[src/rtl/qcl_strobe_burst_gen.sv]
// Turns a (lane offset, byte length) request into one lane-strobe mask per beat,
// with valid/ready on both sides and a selectable lane-to-bit order.
module qcl_strobe_burst_gen #(
   parameter int width_p     = 8,
   parameter int len_width_p = 12,
   parameter bit lo_to_hi_p  = 1'b1
) (
   input  logic                       clk_i,
   input  logic                       reset_n_i,
   input  logic                       v_i,
   output logic                       ready_o,
   input  logic [$clog2(width_p)-1:0] offset_i,
   input  logic [len_width_p-1:0]     len_i,
   output logic                       v_o,
   input  logic                       ready_i,
   output logic [width_p-1:0]         mask_o,
   output logic                       first_o,
   output logic                       last_o,
   output logic                       state_o
);

   localparam int cnt_w_lp = len_width_p + 1;
   localparam logic [cnt_w_lp-1:0] width_lp = cnt_w_lp'(width_p);

   // Handshake: a request moves when v_i & ready_o, a beat moves when v_o & ready_i;
   // an offered beat keeps mask_o/first_o/last_o stable until it moves.
   typedef enum logic {
      IDLE  = 1'b0,
      BURST = 1'b1
   } state_e;

   state_e              state_r;
   logic [cnt_w_lp-1:0] rem_r;
   logic                accept;
   logic                load;
   logic [cnt_w_lp-1:0] end_w;
   logic [cnt_w_lp-1:0] rem_next;
   logic [width_p-1:0]  first_mask;
   logic [width_p-1:0]  next_mask;

   // Thermometer code: lanes [0, n-1] set, saturating at all ones for n >= width_p.
   function automatic logic [width_p-1:0] therm(input logic [cnt_w_lp-1:0] n);
      logic [width_p-1:0] t;
      t = '0;
      for (int k = 0; k < width_p; k++) begin
         t[k] = (cnt_w_lp'(k) < n);
      end
      return t;
   endfunction

   function automatic logic [width_p-1:0] lane_map(input logic [width_p-1:0] m);
      logic [width_p-1:0] r;
      r = '0;
      for (int k = 0; k < width_p; k++) begin
         r[k] = lo_to_hi_p ? m[k] : m[width_p-1-k];
      end
      return r;
   endfunction

   assign ready_o    = (state_r == IDLE) | (ready_i & last_o);
   assign accept     = v_i & ready_o;
   assign load       = accept & (len_i != '0);
   assign end_w      = cnt_w_lp'(offset_i) + cnt_w_lp'(len_i);
   assign first_mask = therm(end_w) & ~therm(cnt_w_lp'(offset_i));
   // rem_r counts lanes from lane 0 of the current beat up to the end of the burst.
   assign rem_next   = rem_r - width_lp;
   assign next_mask  = therm(rem_next);
   assign state_o    = (state_r == BURST);

   always_ff @(posedge clk_i or negedge reset_n_i) begin
      if (!reset_n_i) begin
         state_r <= IDLE;
         rem_r   <= '0;
         v_o     <= 1'b0;
         mask_o  <= '0;
         first_o <= 1'b0;
         last_o  <= 1'b0;
      end else if (load) begin
         state_r <= BURST;
         rem_r   <= end_w;
         v_o     <= 1'b1;
         mask_o  <= lane_map(first_mask);
         first_o <= 1'b1;
         last_o  <= (end_w <= width_lp);
      end else if ((state_r == BURST) && ready_i) begin
         if (last_o) begin
            state_r <= IDLE;
            rem_r   <= '0;
            v_o     <= 1'b0;
            mask_o  <= '0;
            first_o <= 1'b0;
            last_o  <= 1'b0;
         end else begin
            rem_r   <= rem_next;
            mask_o  <= lane_map(next_mask);
            first_o <= 1'b0;
            last_o  <= (rem_next <= width_lp);
         end
      end
   end

   a_width_pow2: assert property (@(posedge clk_i)
      (width_p >= 2) && ((width_p & (width_p - 1)) == 0));

   a_no_x_ctrl: assert property (@(posedge clk_i) disable iff (!reset_n_i)
      !$isunknown({v_i, ready_i}));

endmodule

[config.mk]
export PLATFORM = sky130hd
export DESIGN_NAME = qcl_strobe_burst_gen
export DESIGN_NICKNAME = d
export VERILOG_FILES = /design/src/rtl/qcl_strobe_burst_gen.sv
export SDC_FILE = /design/constraint.sdc
export NUM_CORES = 1
export LEC_CHECK = 0
export CAP_MARGIN = 5
export CELL_PAD_IN_SITES_DETAIL_PLACEMENT = 1
export CELL_PAD_IN_SITES_GLOBAL_PLACEMENT = 2
export CORE_ASPECT_RATIO = 0.7
export CORE_MARGIN = 5
export CORE_UTILIZATION = 35
export CTS_CLUSTER_DIAMETER = 60
export DETAILED_ROUTE_END_ITERATION = 8
export PLACE_DENSITY = 0.92
export SYNTH_ARGS = -nofsm -noshare
export SYNTH_HDL_FRONTEND = slang
export SYNTH_SLANG_ARGS = --single-unit
[constraint.sdc]
create_clock -name clk_i -period 4.4 [get_ports clk_i]
set_clock_uncertainty 0.2 [all_clocks]
set_input_delay 0.88 -clock clk_i [delete_from_list [all_inputs] [get_ports clk_i]]
set_output_delay 0.88 -clock clk_i [all_outputs]
set_load 0.02 [all_outputs]
Word level (Yosys, flattened, before mapping)
Cells that the tools add are included.
- memory bits (writable): 0
- memories: 0
- latch bits: 0
- register bits: 24
- ROM bits: 0
- word-level logic and storage cells: 58
- equal/unequal tests: 0
- multiplexer cells: 14
- shifts and indexed selects: 0
- $mul: 0
- bitwise logic cells: 7
- div/mod/pow operators: 0
- add/subtract/negate cells: 2
- reductions and logical operators: 5
- magnitude comparators: 25
- operators by type and width (operator ; count):
    < comparator 3 x 13 -> 1 bit, first input constant ; 8
    < comparator 1 x 13 -> 1 bit, first input constant ; 4
    < comparator 2 x 13 -> 1 bit, first input constant ; 4
    2-to-1 mux 13 bit ; 3
    <= comparator 13 x 4 -> 1 bit, second input constant ; 2
    2-to-1 mux 8 bit ; 3
    adder 3 x 12 -> 13 bit ; 1
    subtractor 13 x 4 -> 13 bit, second input constant ; 1
    nonzero test 12 bit ; 1
    < comparator 3 bit, first input constant ; 3
    bitwise AND 8 bit ; 1
    2-to-1 mux 1 bit ; 8
    inverter 7 -> 8 bit ; 1
    < comparator 1 x 3 -> 1 bit, first input constant ; 2
    < comparator 2 x 3 -> 1 bit, first input constant ; 2
    nonzero test 2 bit ; 2
    bitwise AND 1 bit ; 3
    AND reduction 2 bit ; 1
    logical AND 1 bit ; 1
    inverter 1 bit ; 1
    OR 1 bit ; 1

Depth between registers and ports, before layout
Gate-level depths: netlist of run 1.
- word-level depth: 6
- mapped depth: 9
- depth with buffers taken out: 8

Least setup slack after synthesis of run 1
OpenSTA, ideal clock, no wires.
- kind: input port to flip-flop
- start point: input offset_i[0]
- end point: register mask_o[1]
- library setup time: 0.141 ns
- data required time: 4.059 ns
- setup slack: 1.320 ns
- stages: 9
- arrival: 2.738 ns
- cells stage by stage: ha_1 fa_1 clkbuf_1 a21o_1 a211o_1 nand4_1 nand2_1 nor3_1 o221ai_1
- longest elaborated chain between the ends: 4
- ends and longest elaborated chain (what ; line ; source):
    start, declared ; 12 ; input logic [$clog2(width_p)-1:0] offset_i,
    adder 3 x 12 -> 13 bit / < comparator 1 x 3 -> 1 bit (equally long branches) ; 63, 46 ;
    < comparator 1 x 13 -> 1 bit / inverter 7 -> 8 bit (equally long branches) ; 46, 64 ;
    bitwise AND 8 bit * ; 64 ; assign first_mask = therm(end_w) & ~therm(cnt_w_lp'(offset_i));
    2-to-1 mux 8 bit * ; 78 ; end else if (load) begin
    end signal, assigned ; 82 ; mask_o <= lane_map(first_mask);
    end signal, assigned ; 95 ; mask_o <= lane_map(next_mask);
    end, declared ; 16 ; output logic [width_p-1:0] mask_o,
Mark *: on every way between the ends. The rest lies on a longest branch, timed or not.
A chain may end at the register's enable or synchronous reset.

Worst setup path in the final report of run 1
- start point: input offset_i[0]
- end point: register mask_o[2]
- longest elaborated chain between the ends: 4
- ends and longest elaborated chain (what ; line):
    adder 3 x 12 -> 13 bit / < comparator 2 x 3 -> 1 bit (equally long branches) ; 63, 46
    < comparator 2 x 13 -> 1 bit / inverter 7 -> 8 bit (equally long branches) ; 46, 64
    bitwise AND 8 bit * ; 64
    2-to-1 mux 8 bit * ; 78
Marks and branches as above.

==> results, run 1 <==
- Summed over all nets, the half-perimeter wirelength after detailed placement is approximately 5400 µm.
- The flop and latch count out of synthesis is 24.
- Global routing used around 24% of the available met2 tracks.
- The number of failing hold endpoints at the final stage is 0.
- 0 antenna diodes ended up in the layout.
- The per-cell routed wire length is 18.4 µm.
- The latest clock arrival within the worst-skew pair is 0.26 ns.
- After clock tree synthesis, the setup repair step added 0 buffers.
- The completed layout was analyzed and its total power is between 600 and 700 µW.
- Once the floorplan was initialized, standard cells occupied 35.6% of the core.
- Once placement finished, the instance area stood at between 0.002 and 0.003 mm².
- The number of global-route vias before repair was 2,110.
- The number of DRC violations after detailed-routing iteration 0 is 116.
- Setup violations remaining at the end of the flow were counted as 0.
- The analysis attributes to cell leakage a power of between 0.0009 and 0.001 µW.
- Once layout is done, the placed cells without fillers occupy 0.00256 mm².
- Based on the critical path, the design can be clocked at up to 272 MHz.
- The standard cell core area is 0.00616 mm².
- The synthesized design contains 0 enable-type register cells.
- A synthesized cell averages roughly 8.1 µm².
- The quantity of gates resized following cts is 0.
- Counting along the longest clock path gives a buffer depth of 2.
- STA classifies the critical path startpoint as an input port.
- The global route total overflow is 0.
- In the synthesized netlist the async set-or-reset flop fraction comes to 100%.
- In this run, CTS created clock tree buffers numbering 3.
- Relative to the synthesized area, the layout overhead comes to 17.0%.
- The post-detailed-route count of antenna-violating nets is 0.
- The commonest register cell after synthesis is dfrtp_1.
- The critical path class is input port to flop.
- Setup repair after global routing left no endpoint under its margin.
- The worst path in the final design needs a cycle of about 3.7 ns, including I/O delays and setup.
- For the pin with the worst max-slew slack, the measured transition is between 1 and 1.5 ns.
- The number of detailed-route iterations in the first pass is 4.
- The maximum number of pins on one net before global-route repair is 25.
- Of all nets on the critical path, the largest fanout is 7.
- The worst setup path is captured at a flop.
- Using the TritonRoute via totals, the vias-per-cell ratio works out to between 5 and 6.
- The portion of the post-synthesis area used by sequential elements is 27.4%.
- The number of slew-limit violations in the final report came to 0.
- The total clock sinks is 24.
- Fill cells in the final layout number 752.
- Of the cells placed in the final design, the portion with a size suffix greater than 1 is 7.59%.
- After detailed routing, the number of remaining DRC violations is 0.
- The final layout contains routed wiring with a total length of 6760 µm.
- In this run the vertical extent of the chip is 76.2 µm.
- The Yosys step of the flow raised 0 warnings.
- The overall fraction of global-route tracks in use is 16.6%.
- The top-level I/O count is 32.
- The synthesized netlist contains 58 unique library cells.
- For the final routed database, the setup TNS stands at 0 ns.
- The met3 layer usage reported by global route is 1.19%.
- In the final design database the tool counted 318 nets.
- The number of placement rows is 24.
- The area of the die is 0.00797 mm².
- The worst pin sits at a relative slew slack of about a quarter.
- The worst vdd rail ir drop is 0.109 mV.
- The number of antenna violations at the first check in global routing is 0.
- The leading cell type in the layout, fill and taps excluded is nand2_1.
- The max capacitance violation total is 0.
- For the worst setup path, the data required time is 4.33 ns.
- The netlist area before placement is 0.00219 mm².
- The net count after synthesis is between 200 and 300.
- The wire length of the first global-routing pass is 11,300 µm.
- The area taken by flip-flops and latches is about 600 µm².
- The via count is 2,176.
- The die is approximately 100 µm wide.
- After clock tree synthesis, the clock-pin slew on the worst setup and hold paths is 0.09 ns.
- For met1 alone, demand over resource in global routing was 27.3%.
- The last weighted congestion value of the routability-driven placer is 0.878.
- The hold buffer count at cts is 0.
- Leaving out fill and tap cells, the most frequent cells in the layout are nand2_1, clkdlybuf4s50_1, a21oi_1, dfrtp_1, nor2_1.
- The clock tree from TritonCTS is yes.
- CTS built an H-tree with a depth of 1.
- Summing all multi-input logic gate instances after layout gives 0.00146 mm².
- After global routing, the most crowded layer is met1.
- The worst hold path belongs to the class flop to flop.
- In the finished design, the share of the clock period the worst path needs comes to between 80% and 90%.
- Dividing total power by cell area gives a power density of 266 mW/mm².
- The data arrival time of the critical path is about 3.6 ns.
- The number of buffers added on ports is 31.
- The clock root buffer master is clkbuf_8.
- The run finished with clean final reports.
- Synthesis produced a netlist whose cell count is 272.
[registers in the layout (all words and copies together) (netlist names)]
| signal | count |
|---|---|
| rem_r | 13 |
| last_o | 1 |
| state_o | 1 |
| first_o | 1 |
| mask_o | 8 |
[layout make-up]
| type | instances | area share [%] |
|---|---|---|
| flip-flops and latches | 24 | 23.4 |
| repair buffers | 35 | 13.3 |
| multi-input cells | 225 | 57.1 |
| well taps | 78 | 3.81 |
| inverters | 2 | 0.293 |
| clock buffers | 4 | 2.15 |
[Yosys cell counts, drive strengths merged, types with 2 or more instances]
| cell type | instances | area (µm²) |
|---|---|---|
| and4b | 2 | 20.0 |
| or3 | 3 | 18.8 |
| dfrtp | 24 | 601 |
| ha | 7 | 87.6 |
| mux2i | 5 | 50.1 |
| or2 | 2 | 15.0 |
| a21oi | 26 | 134 |
| nor4b | 4 | 35.0 |
| xnor2 | 6 | 52.6 |
| nor2 | 20 | 75.1 |
| inv | 2 | 7.51 |
| o32ai | 2 | 25.0 |
| a21o | 9 | 67.6 |
| nand3 | 10 | 50.1 |
| and3 | 6 | 37.5 |
| nor4 | 2 | 18.8 |
| a2111oi | 2 | 23.8 |
| xor2 | 4 | 35.0 |
| buf | 14 | 93.8 |
| o22ai | 5 | 31.3 |
| nor3 | 13 | 81.3 |
| nor2b | 2 | 12.5 |
| or4 | 7 | 60.1 |
| o21ai | 13 | 65.1 |
| o41ai | 4 | 42.6 |
| a211oi | 10 | 80.1 |
| nand2 | 35 | 131 |
| nand4 | 9 | 56.3 |
| clkbuf | 7 | 26.3 |
| nand2b | 2 | 12.5 |
[stage by stage]
stage	setup WS [ns]	util [%]	hold WS (ns)	std cells
global placement	0.510	40.8	0.274	364
CTS	0.762	41.6	0.304	368
detailed placement	0.471	40.8	0.282	364
finish	0.729	41.6	0.301	368
floorplan	1.32	-	0.297	272
global route	0.583	41.6	0.333	368
[where the power goes]
part / switching (µW) / internal (µW) / total, µW
clock: 70.9 / 79.8 / 151
combinational: 130 / 102 / 233
sequential: 54.7 / 245 / 300
[cell families (layout without fill, tap and decap cells)]
kind of cell | count (synthesis) | in the layout | synth area share, %
AOI/OAI and AO/OA | 81 | 81 | 25.4
adders and majority gates | 8 | 8 | 4.91
xor gates and xnor gates | 10 | 10 | 4.00
and+or+nand+nor | 120 | 120 | 29.6
muxes | 6 | 6 | 2.80
DFF | 24 | 24 | 27.4
buffers and inverters | 23 | 41 | 5.83
[metal layers]
| metal | wire length, µm | vias to the layer above |
|---|---|---|
| li1 | - | 1056 |
| met1 | 3640 | 1071 |
| met2 | 2820 | 47 |
| met3 | 274 | 2 |
| met4 | 25 | 0 |
| met5 | 0 | - |
[final timing paths]
path	endpoint	from	slack, ns	depth (start not counted)
max	mask_o[2]	offset_i[0]	0.73	9
min	first_o	first_o	0.30	2
max reg2reg	mask_o[1]	rem_r[3]	1.34	8
min reg2reg	first_o	first_o	0.30	2
max in group asynchronous	rem_r[5]	reset_n_i	2.31	1
min in group asynchronous	mask_o[4]	reset_n_i	1.01	1
[worst max-delay path, stage by stage]
cell and delay (ns):
clkdlybuf4s50_1 0.51, ha_1 0.29, fa_1 0.51, a21o_1 0.25
a21o_1 0.20, a21oi_1 0.13, o22ai_1 0.23, nor4b_1 0.46
o22ai_1 0.14
Power figures use the tool's default switching activity.
==> run 2, diff against run 1 <==
--- a/config.mk
+++ b/config.mk
@@ -10,10 +10,10 @@
 export CELL_PAD_IN_SITES_GLOBAL_PLACEMENT = 2
 export CORE_ASPECT_RATIO = 0.7
 export CORE_MARGIN = 5
-export CORE_UTILIZATION = 35
+export CORE_UTILIZATION = 32
 export CTS_CLUSTER_DIAMETER = 60
 export DETAILED_ROUTE_END_ITERATION = 8
-export PLACE_DENSITY = 0.92
+export PLACE_DENSITY = 0.86
 export SYNTH_ARGS = -nofsm -noshare
 export SYNTH_HDL_FRONTEND = slang
 export SYNTH_SLANG_ARGS = --single-unit
==> constraint.sdc (replaced) <==
create_clock -name clk_i -period 3.6 [get_ports clk_i]
set_clock_uncertainty 0.2 [all_clocks]
set_input_delay 0.72 -clock clk_i [delete_from_list [all_inputs] [get_ports clk_i]]
set_output_delay 0.72 -clock clk_i [all_outputs]
set_load 0.02 [all_outputs]
==> results, run 2 (synthesis gave the netlist of run 1 again) <==
- The run finished with clean final reports.
- The number of gates resized after CTS was 0.
- The wire length after detailed routing is 7010 µm.
- The routed via count divided by cell count is 5.51.
- The via count is 2,209.
- In this run the worst setup path begins at offset_i[0].
- The number of failing hold endpoints at the final stage is 0.
- The overall fraction of global-route tracks in use is around 17%.
- The clock-pin transition on the worst setup and hold timing paths is 0.09 ns.
- The area added between synthesis and finish is 24.5%.
- Of all nets on the critical path, the largest fanout is 7.
- STA classifies the critical path endpoint as a flop.
- The first global-routing pass estimated 11,700 µm of wire.
- Setup violations remaining at the end of the flow were counted as 0.
- The completed layout was analyzed and its total power is 904 µW.
- The most used cell along the critical path is a21o_1.
- In this run, the number of DRC markers left after iteration 0 of detailed routing was ~80.
- At the end of routability-driven placement, the weighted congestion stood at 0.900.
- The path type of the worst min-delay path is flop to flop.
- Headroom to the max-slew limit came out at 47.3%.
- The register with the most flip-flops in the final layout is rem_r.
- Once placement finished, the instance area stood at 0.00266 mm².
- TritonCTS created 3 clock buffers.
- The layout net count is 335.
- The die covers 0.00863 mm².
- After clock tree synthesis, the flow added hold-fix buffers numbering 0.
- Timing would allow up to 315 MHz.
- The buffer count from post-CTS setup fixing is 0.
- The number of levels in the clock H-tree is 1.
- The worst hold path begins at first_o.
- The maximum number of pins on one net before global-route repair is 25.
- The library cell used most frequently in the layout, excluding fill and tap cells, is nand2_1.
- The number of buffers added on ports is 31.
- The number of placement rows is 25.
- The worst register-to-register path ends at mask_o[5].
- The global route total overflow is 0.
- The worst vdd rail ir drop is 0.124 mV.
- The post-detailed-route count of antenna-violating nets is 0.
- After layout, the worst setup slack is 0.423 ns.
- The register with the most flip-flops in the layout has 13 of them.
- The critical path ends at mask_o[1].
- The library cells used most frequently in the layout, excluding fill and tap cells, are nand2_1, clkdlybuf4s50_1, a21oi_1, dfrtp_1, buf_4.
- The top-level I/O count is 32.
- Final hold analysis gives a worst-case slack of 0.289 ns.
- The standard cell core area is 0.00669 mm².
- The clock period could shrink to 3.18 ns.
- After routing, the total negative slack on setup checks comes to 0 ns.
- The static leakage is 0.00105 µW.
- For the pin with the worst max-slew slack, the measured transition is about 0.79 ns.
- The initial utilization of the core area, before any placement, comes to 32.7%.
- The root buffer cell chosen for the clock tree is clkbuf_8.
- The worst setup slack after placement is 0.126 ns.
- The total clock sinks is 24.
- The critical path is of the input port to flop type.
- The period utilization is 88.2%.
- Counting along the longest clock path gives a buffer depth of 2.
- The die height is around 80 µm.
- The slowest stage of the critical path belongs to the cell clkdlybuf4s50_1.
- The data arrival time of the critical path is a little over 3 ns.
- Clock latency on the worst-skew pair, taken at its later pin, is 0.27 ns.
- Detailed placement finished with a half-perimeter wire length of 5620 µm.
- The max capacitance violation total is 0.
- The largest stage delay on the critical path is 0.44 ns.
- In this run the critical register-to-register path is launched from rem_r[3].
- For the worst flop-to-flop path, the logic depth is 8.
- The first detailed-routing pass took 4 iterations.
- Dividing total power by cell area gives a power density of 331 mW/mm².
- The number of antenna violations at the first check in global routing was 0.
- The share of final-layout standard cells stronger than drive strength 1 is between 10% and 20%.
- Once layout is done, the placed cells without fillers occupy 0.00273 mm².
- The number of DRC violations after detailed routing is 0.
- The critical path data required time is between 3 and 4 ns.
- The floorplan die width is 109 µm.
- The clock tree from TritonCTS is yes.
- Dividing the detail-routed wire length by the instance count gives 17.5 µm.
- Across all register-to-register paths, the minimum setup slack is 0.59 ns.
- The number of global-route vias before repair is ~2,200.
- The number of slew-limit violations in the final report is 0.
- Setup repair after global routing left no endpoint under its margin.
- The largest registers in the layout are rem_r (13), mask_o (8).
- Traced cell by cell, the critical path runs through clkdlybuf4s50_1 -> ha_1 -> fa_1 -> a21o_1 -> a21o_1 -> a21oi_1 -> o22ai_1 -> nor3_1 -> o221ai_1.
- The worst setup path is launched from an input port.
- The number of inserted diodes is 0.
[run 2: stage by stage]
stage,cells,utilization [%]
after floorplan,272,-
after global placement,397,39.7
after detailed placement,397,39.7
after CTS,401,40.7
after global routing,401,40.7
final,401,40.7
[run 2: cell type report]
class                           instances  area, µm²
Fill cell                             848       3970
Inverter                                2       7.51
Timing Repair Buffer                   52        468
Clock buffer                            3       41.3
Clock inverter                          1       30.0
Sequential cell                        24        601
Tap cell                               94        118
Multi-Input combinational cell        225       1460
[run 2: how the worst min path moves through the flow]
| stage | end | cells past startpoint | slack, ns |
|---|---|---|---|
| after floorplan | first_o | 0 | 0.22 |
| after global placement | first_o | 2 | 0.27 |
| after detailed placement | first_o | 2 | 0.27 |
| after CTS | first_o | 2 | 0.29 |
| after global routing | first_o | 2 | 0.33 |
| final | first_o | 2 | 0.29 |
[run 2: critical path, delay by kind of cell]
| kind | cells | cell delay [ns] |
|---|---|---|
| adder cells (fa/ha/maj) | 2 | 0.66 |
| buffers and inverters | 1 | 0.44 |
| AND/OR/NAND/NOR | 1 | 0.36 |
| AO/OA/AOI/OAI | 5 | 0.93 |
[run 2: metal layers]
metal / GRT usage [%] / wire, µm
met5: 0 / 0
met4: 3.40 / 65
met3: 1.71 / 184
met2: 24.8 / 3000
met1: 26.4 / 3760
[run 2: where the power goes]
group	total [µW]	switching (µW)	internal (µW)
clock	238	89.7	149
combinational	298	162	137
sequential	367	68.3	299
total	904	320	585
